[config.mk]
export PLATFORM = sky130hd
export DESIGN_NAME = fft_frame_sched
export DESIGN_NICKNAME = d
export VERILOG_FILES = /design/src/rtl/fft_frame_sched.sv
export SDC_FILE = /design/constraint.sdc
export NUM_CORES = 1
export LEC_CHECK = 0
export CAP_MARGIN = 20
export CELL_PAD_IN_SITES_DETAIL_PLACEMENT = 1
export CELL_PAD_IN_SITES_GLOBAL_PLACEMENT = 1
export CORE_UTILIZATION = 40
export DETAILED_ROUTE_END_ITERATION = 16
export GPL_TIMING_DRIVEN = 0
export PLACE_DENSITY = 0.83
export SYNTH_ARGS = -nofsm -noshare
export SYNTH_HDL_FRONTEND = slang
export SYNTH_SLANG_ARGS = --single-unit
[constraint.sdc]
create_clock -name clk_i -period 5.11 [get_ports clk_i]
set_clock_uncertainty 0.1 [all_clocks]
set_input_delay 1.022 -clock clk_i [delete_from_list [all_inputs] [get_ports clk_i]]
set_output_delay 1.022 -clock clk_i [all_outputs]
set_load 0.01 [all_outputs]
[src/rtl/fft_frame_sched.sv]
// ---------------------------------------------------------------------------
// fft_frame_sched
//
// Ping-pong frame scheduler between the decimating FIR and the R22SDF FFT.
// The write side aligns FIR samples to chirp boundaries and fills one half
// of a two-bank sample RAM with FFT_N samples per chirp. The read side then
// streams each completed bank into the FFT while the other bank fills.
// A bank is released when the FFT reports that it has emitted the frame.
// A chirp that finds no free bank is dropped. A chirp that arrives
// mid-fill restarts the current bank. Both cases raise a one-cycle
// status pulse.
//
// Ports
//   clk_i, rst_i       system clock, synchronous active-high reset
//   enable_i           gates acceptance of new chirps (not restarts)
//   chirp_start_i      one-cycle ramp-start pulse
//   sample_valid_i     FIR output strobe, qualifies sample_i
//   sample_i           FIR output sample
//   wr_en_o            RAM write enable (registered)
//   wr_addr_o          RAM write address {bank, index} (registered)
//   wr_data_o          RAM write data (registered sample_i)
//   fft_start_o        one-cycle pulse ahead of a frame's first read
//   fft_ready_i        FFT can accept a sample this cycle
//   rd_en_o            RAM read enable, one sample per asserted cycle
//   rd_addr_o          RAM read address {bank, index} (registered)
//   fft_done_i         FFT has emitted the frame; releases the bank
//   frame_drop_o       chirp rejected because no bank was free
//   frame_short_o      chirp restarted a partially filled bank
//   frame_ctr_o        count of released frames, wraps
// ---------------------------------------------------------------------------
module fft_frame_sched #(
    parameter int unsigned FFT_N      = 1024,
    parameter int unsigned N_WIDTH    = $clog2(FFT_N),
    parameter int unsigned DATA_WIDTH = 14,
    parameter int unsigned CTR_WIDTH  = 16
) (
    input  logic                  clk_i,
    input  logic                  rst_i,
    input  logic                  enable_i,
    input  logic                  chirp_start_i,
    input  logic                  sample_valid_i,
    input  logic [DATA_WIDTH-1:0] sample_i,
    output logic                  wr_en_o,
    output logic [N_WIDTH:0]      wr_addr_o,
    output logic [DATA_WIDTH-1:0] wr_data_o,
    output logic                  fft_start_o,
    input  logic                  fft_ready_i,
    output logic                  rd_en_o,
    output logic [N_WIDTH:0]      rd_addr_o,
    input  logic                  fft_done_i,
    output logic                  frame_drop_o,
    output logic                  frame_short_o,
    output logic [CTR_WIDTH-1:0]  frame_ctr_o
);

    typedef enum logic {W_IDLE, W_FILL} wstate_e;
    typedef enum logic [1:0] {R_IDLE, R_START, R_READ, R_WAIT} rstate_e;

    localparam logic [N_WIDTH-1:0] LAST_IDX = N_WIDTH'(FFT_N - 1);

    wstate_e               wstate_q, wstate_d;
    rstate_e               rstate_q, rstate_d;
    logic                  wr_bank_q, wr_bank_d;
    logic                  rd_bank_q, rd_bank_d;
    logic [1:0]            full_q, full_d;
    logic [N_WIDTH-1:0]    wr_idx_q, wr_idx_d;
    logic [N_WIDTH-1:0]    rd_idx_q, rd_idx_d;
    logic [CTR_WIDTH-1:0]  ctr_q, ctr_d;
    logic                  wr_en_q, wr_en_d;
    logic [N_WIDTH:0]      wr_addr_q, wr_addr_d;
    logic [DATA_WIDTH-1:0] wr_data_q, wr_data_d;
    logic                  drop_q, drop_d;
    logic                  short_q, short_d;

    logic release_w;   // R_WAIT sees fft_done_i: bank rd_bank_q is freed
    logic chirp_acc;   // new chirp that the write side may accept
    logic last_wr;     // write of the final index of the current bank
    logic restart_w;   // mid-fill chirp restarting the current bank
    logic write_w;     // a sample is written this cycle
    logic free_cur;    // wr_bank_q usable this cycle
    logic free_nxt;    // the other bank usable this cycle

    assign release_w = (rstate_q == R_WAIT) && fft_done_i;
    assign chirp_acc = chirp_start_i && enable_i;
    assign last_wr   = (wstate_q == W_FILL) && sample_valid_i && (wr_idx_q == LAST_IDX);
    assign restart_w = (wstate_q == W_FILL) && chirp_start_i && (wr_idx_q != '0) && !last_wr;
    assign write_w   = (wstate_q == W_FILL) && sample_valid_i && !restart_w;

    // A release in the same cycle makes its bank available to a chirp.
    assign free_cur = !full_q[wr_bank_q]  || (release_w && (rd_bank_q == wr_bank_q));
    assign free_nxt = !full_q[~wr_bank_q] || (release_w && (rd_bank_q != wr_bank_q));

    // -----------------------------------------------------------------------
    // State register
    // -----------------------------------------------------------------------
    always_ff @(posedge clk_i) begin
        if (rst_i) begin
            wstate_q  <= W_IDLE;
            rstate_q  <= R_IDLE;
            wr_bank_q <= 1'b0;
            rd_bank_q <= 1'b0;
            full_q    <= '0;
            wr_idx_q  <= '0;
            rd_idx_q  <= '0;
            ctr_q     <= '0;
            wr_en_q   <= 1'b0;
            wr_addr_q <= '0;
            wr_data_q <= '0;
            drop_q    <= 1'b0;
            short_q   <= 1'b0;
        end else begin
            wstate_q  <= wstate_d;
            rstate_q  <= rstate_d;
            wr_bank_q <= wr_bank_d;
            rd_bank_q <= rd_bank_d;
            full_q    <= full_d;
            wr_idx_q  <= wr_idx_d;
            rd_idx_q  <= rd_idx_d;
            ctr_q     <= ctr_d;
            wr_en_q   <= wr_en_d;
            wr_addr_q <= wr_addr_d;
            wr_data_q <= wr_data_d;
            drop_q    <= drop_d;
            short_q   <= short_d;
        end
    end

    // -----------------------------------------------------------------------
    // Write FSM next state
    // -----------------------------------------------------------------------
    always_comb begin
        wstate_d  = wstate_q;
        wr_bank_d = wr_bank_q;
        wr_idx_d  = wr_idx_q;
        unique case (wstate_q)
            W_IDLE: begin
                if (chirp_acc && free_cur) begin
                    wr_idx_d = '0;
                    wstate_d = W_FILL;
                end
            end
            W_FILL: begin
                if (last_wr) begin
                    // Frame completes; a coincident chirp is judged as if
                    // it arrived in W_IDLE against the other bank.
                    wr_bank_d = ~wr_bank_q;
                    wr_idx_d  = '0;
                    wstate_d  = (chirp_acc && free_nxt) ? W_FILL : W_IDLE;
                end else if (restart_w) begin
                    wr_idx_d = '0;
                end else if (sample_valid_i) begin
                    wr_idx_d = wr_idx_q + 1'b1;
                end
            end
            default: wstate_d = W_IDLE;
        endcase
    end

    // -----------------------------------------------------------------------
    // Write-side outputs and bank occupancy
    // -----------------------------------------------------------------------
    always_comb begin
        wr_en_d   = write_w;
        wr_addr_d = wr_addr_q;
        wr_data_d = wr_data_q;
        if (write_w) begin
            wr_addr_d = {wr_bank_q, wr_idx_q};
            wr_data_d = sample_i;
        end
        drop_d  = chirp_acc && (((wstate_q == W_IDLE) && !free_cur) || (last_wr && !free_nxt));
        short_d = restart_w;

        // Release and completion always target different banks.
        full_d = full_q;
        if (release_w) full_d[rd_bank_q] = 1'b0;
        if (last_wr)   full_d[wr_bank_q] = 1'b1;
    end

    // -----------------------------------------------------------------------
    // Read FSM next state
    // -----------------------------------------------------------------------
    always_comb begin
        rstate_d  = rstate_q;
        rd_bank_d = rd_bank_q;
        rd_idx_d  = rd_idx_q;
        ctr_d     = ctr_q;
        unique case (rstate_q)
            R_IDLE: begin
                if (full_q[rd_bank_q]) rstate_d = R_START;
            end
            R_START: begin
                rd_idx_d = '0;
                rstate_d = R_READ;
            end
            R_READ: begin
                if (fft_ready_i) begin
                    rd_idx_d = rd_idx_q + 1'b1;
                    if (rd_idx_q == LAST_IDX) rstate_d = R_WAIT;
                end
            end
            R_WAIT: begin
                if (fft_done_i) begin
                    rd_bank_d = ~rd_bank_q;
                    ctr_d     = ctr_q + 1'b1;
                    rstate_d  = R_IDLE;
                end
            end
            default: rstate_d = R_IDLE;
        endcase
    end

    // -----------------------------------------------------------------------
    // Outputs
    // -----------------------------------------------------------------------
    always_comb begin
        fft_start_o   = (rstate_q == R_START);
        rd_en_o       = (rstate_q == R_READ) && fft_ready_i;
        rd_addr_o     = {rd_bank_q, rd_idx_q};
        wr_en_o       = wr_en_q;
        wr_addr_o     = wr_addr_q;
        wr_data_o     = wr_data_q;
        frame_drop_o  = drop_q;
        frame_short_o = short_q;
        frame_ctr_o   = ctr_q;
    end

endmodule

# After elaboration in Yosys (flattened, before gate mapping)
# Index checks and enable logic that the tools add are counted.
# word_totals
reg_bits	71
inputBits	21
elab_cells	103
# op_classes
add_sub_neg	3
n_lt_le_gt_ge	5
eq_ne	13
mux	28
bitwise	6
reduce_logical	35
# ops
operator	n
$mux 10	5
$pmux 10 s2	2
$add 10x1->10 const B	2
$eq 10x10->1 const B	2
$logic_and 1x1->1	18
$add 16x1->16 const B	1
$mux 2	6
$mux 1	11
$ne 2x2->1 const B	5
$reduce_bool 10->1	1
$pmux 2 s4	1
$reduce_and 2->1	4
$logic_not 1->1	6
$lt 1x2->1 const B	3
$eq 2x2->1 const B	2
$ne 4x2->1 const B	1
$reduce_and 4->1	1
$logic_or 1x1->1	3
$not 1->1	3
$and 2x2->2	1
$demux 1 s1	2
$eq 2x1->1 const B	1
$ge 1x1->1 const B	2
$logic_not 2->1	1
6 further kinds	6

# Longest topological paths before layout
# logic_depth
word_depth	9
depth_mapped	9
depth_no_buf	8

# Least setup slack after synthesis
# OpenSTA, ideal clock, no wires.
# synth_path
path_kind	input port to flip-flop
start	in sample_valid_i
end	reg wr_data_q[10] (netlist: wr_data_o[10])
t_arrival_ns	2.231
required_time_ns	4.882
slack_ns	2.651
stages	7
path_buffers	2
path_cell_list	nand3_1 -> or4_4 -> a21oi_2 -> buf_6 -> buf_8 -> mux2i_1 -> nor2_1
# synth_via
elab_chain_len	6
# synth_rtl
item	line	source
start: declaration	41	input logic sample_valid_i,
$logic_and 1x1->1 *	85, 87	
$logic_and 1x1->1	85	assign last_wr = (wstate_q == W_FILL) && sample_valid_i && (wr_idx_q == LAST_IDX);
$logic_not 1->1	86	assign restart_w = (wstate_q == W_FILL) && chirp_start_i && (wr_idx_q != '0) && !last_wr;
$logic_and 1x1->1	86	
$logic_not 1->1	87	assign write_w = (wstate_q == W_FILL) && sample_valid_i && !restart_w;
$logic_and 1x1->1 *	87	
end signal: assignment	122	wr_data_q <= wr_data_d;
end: declaration	71	logic [DATA_WIDTH-1:0] wr_data_q, wr_data_d;
# Mark *: on every way between the ends. The rest lies on a longest branch, timed or not.
# A chain may end at the register's enable or synchronous reset.

# Worst setup path after layout
# layout_path
start	in fft_ready_i
end	out rd_en_o
# layout_via
elab_chain_len	1
# layout_rtl
item	line	source
start: declaration	47	input logic fft_ready_i,
$logic_and 1x1->1	217	rd_en_o = (rstate_q == R_READ) && fft_ready_i;
end: declaration	48	output logic rd_en_o,
# No other way between the ends.

==> metrics.txt <==
status=complete, no violations; largest net degree at the start of global routing=12; sequential share of the synthesized area=44.1%; Skew-Pair Late Insertion Delay=about 0.35 ns; maximum vdd drop=0.0982 mV; register bit count reported by yosys=slightly above 70; FFs w/ async S/R, synth=0%; Clock Sinks=71; TritonRoute pass-1 iters=4; global-route wire length before repair=14.2 mm; gr ovfl total=0; final slew viol count=0; Yosys warning count=0; std cell rows=32; synthesized instance count=358; Fin Setup TNS=0 ns; most frequent cells in the layout=77 x clkdlybuf4s50_1, 71 x dfxtp_1, 58 x nor2_1; TritonCTS buffer count=9; CTS tree=built; width of the die=91.7 µm; Pwr Density=between 200 and 250 nW/µm²; Netlist cell types=49; initial antenna violation count=0; vias in the first global route=2,948; GRT Overall Usage=21.0%; crit path kind=in -> out; WL/cell=15.2 µm; fillcell total=around 930; Setup violations, final=0; max-cap viol count=0; CTS resizes=0; crit path capture type=output port; Initial Util=41.5%; Nets=475; final wirelength=8.42 mm; DRC Markers=0; Worst-Margin Slew=~0.76 ns; Worst EP required=approximately 4 ns; Crit Path Max Fanout=6; number of enable flip-flop cells after synthesis=0; Final Cycle Share=67.8%; Leak Pwr=about 1.5 nW; io pins=78; core box area=between 7000 and 8000 µm²; CTS HTree Levels=3; post-layout minimum cycle time=around 3.5 ns; Fmax=0.289 GHz; slew margin rel.=roughly half; die area=8410 µm²; ANT cells=0; # hold bufs at CTS=0; Crit path arrival time=2.34 ns; DRT antenna net count=0; synthesized cell area=3220 µm²; syn_area_per_cell=9.00 µm²; CTS max path bufs=2; HP Class=reg -> reg; post-DP HPWL=6.13 mm; Syn Nets=387; initial DRC count=83; Final Util=55.5%; commonest non-fill, non-tap cell in the layout=clkdlybuf4s50_1; Setup crit start kind=input port; RD Place Congestion=0.789; Synth Flop Type=dfxtp_1; Clock Pin Slew Worst Setup and Hold Paths=0.07 ns; Root Driver=clkbuf_8; share of post-route cells with drive strength above 1=approximately 6.9%; unrepaired setup endpoints after global routing=no; vias=2,913; final hold vios=0; Setup Fix Bufs, Post-CTS=0; Chip Height=91.7 µm; vias per std cell=5.27; Port Buffers=slightly below 80; Area growth, synth to finish=34.0%
[routing by layer]
layer  share of wire (%)  track usage [%]
met1                  44             25.1
met2                  50             37.7
met3                 4.5             4.73
met4                 1.4             5.73
met5                   0                0
[worst max-delay path, stage by stage]
cell	delay, ns
clkdlybuf4s50_1	0.49
nand2_1	0.09
inv_1	0.17
clkdlybuf4s50_1	0.57
[state kept, by name, summed over array words and instances (netlist names)]
signal,count
frame_ctr_o,16
frame_drop_o,1
frame_short_o,1
full_q,2
rd_bank_q,1
rd_idx_q,10
rstate_q,2
wr_addr_o,11
wr_bank_q,1
wr_data_o,14
wr_en_o,1
wr_idx_q,10
wstate_q,1
[layout make-up]
type | instances | area (µm²) | share of cell area, %
flip-flops and latches | 71 | 1420 | 32.9
inverters | 8 | 30.0 | 0.696
well taps | 102 | 128 | 2.96
repair buffers | 77 | 771 | 17.9
plain buffers | 18 | 114 | 2.64
clock buffers | 14 | 183 | 4.23
clock inverters | 2 | 12.5 | 0.290
multi-input cells | 261 | 1660 | 38.4
[through the flow]
| step | area, µm² | hold WS [ns] | instances | setup WS [ns] | power, mW |
|---|---|---|---|---|---|
| 2_1_floorplan | 3220 | 0.378 | 358 | 2.65 | 0.614 |
| 3_3_place_gp | 4120 | 0.370 | 537 | 1.67 | 0.651 |
| 3_5_place_dp | 4120 | 0.384 | 537 | 1.66 | 0.652 |
| 4_1_cts | 4310 | 0.391 | 553 | 1.64 | 1.09 |
| 5_1_grt | 4310 | 0.423 | 553 | 1.58 | 1.12 |
| 6_report | 4310 | 0.383 | 553 | 1.64 | 1.08 |
[path summary, 6_finish.rpt]
check	startpoint	slack, ns	end	depth (start not counted)
worst max-delay path	fft_ready_i	1.64	rd_en_o	4
worst max register to register	wr_idx_q[1]	2.69	wr_data_o[5]	8
worst min register to register	frame_ctr_o[15]	0.38	frame_ctr_o[15]	2
worst min-delay path	frame_ctr_o[15]	0.38	frame_ctr_o[15]	2
[cell usage after synthesis (all sizes together) (4+ instances only)]
library cell | n | share of area (%)
xnor2 | 5 | 1.4
nand4 | 10 | 1.9
nor2 | 58 | 6.8
nor3 | 6 | 0.93
o21ai | 12 | 1.9
or3 | 7 | 1.4
nand2 | 25 | 2.9
inv | 8 | 0.93
nand3 | 17 | 2.8
and3 | 7 | 1.4
nor2b | 7 | 1.4
ha | 8 | 3.1
mux2i | 27 | 8.4
buf | 8 | 2.4
xor2 | 11 | 3.0
a21oi | 16 | 2.6
nand2b | 7 | 1.4
clkbuf | 10 | 1.2
or4 | 4 | 1.2
a211oi | 4 | 0.93
dfxtp | 71 | 44
[report_power, final]
group | internal, mW | switching [mW]
logic | 0.0376 | 0.0404
clock network | 0.229 | 0.207
registers | 0.558 | 0.00298
[logic make-up after synthesis]
group / synth area share, %
and+or+nand+nor: 24.7
DFF: 44.1
AOI/OAI and AO/OA: 10.1
muxes: 9.09
buffers and inverters: 4.47
xor gates and xnor gates: 4.35
adders and majority gates: 3.11
(Power assumes the default switching activity.)
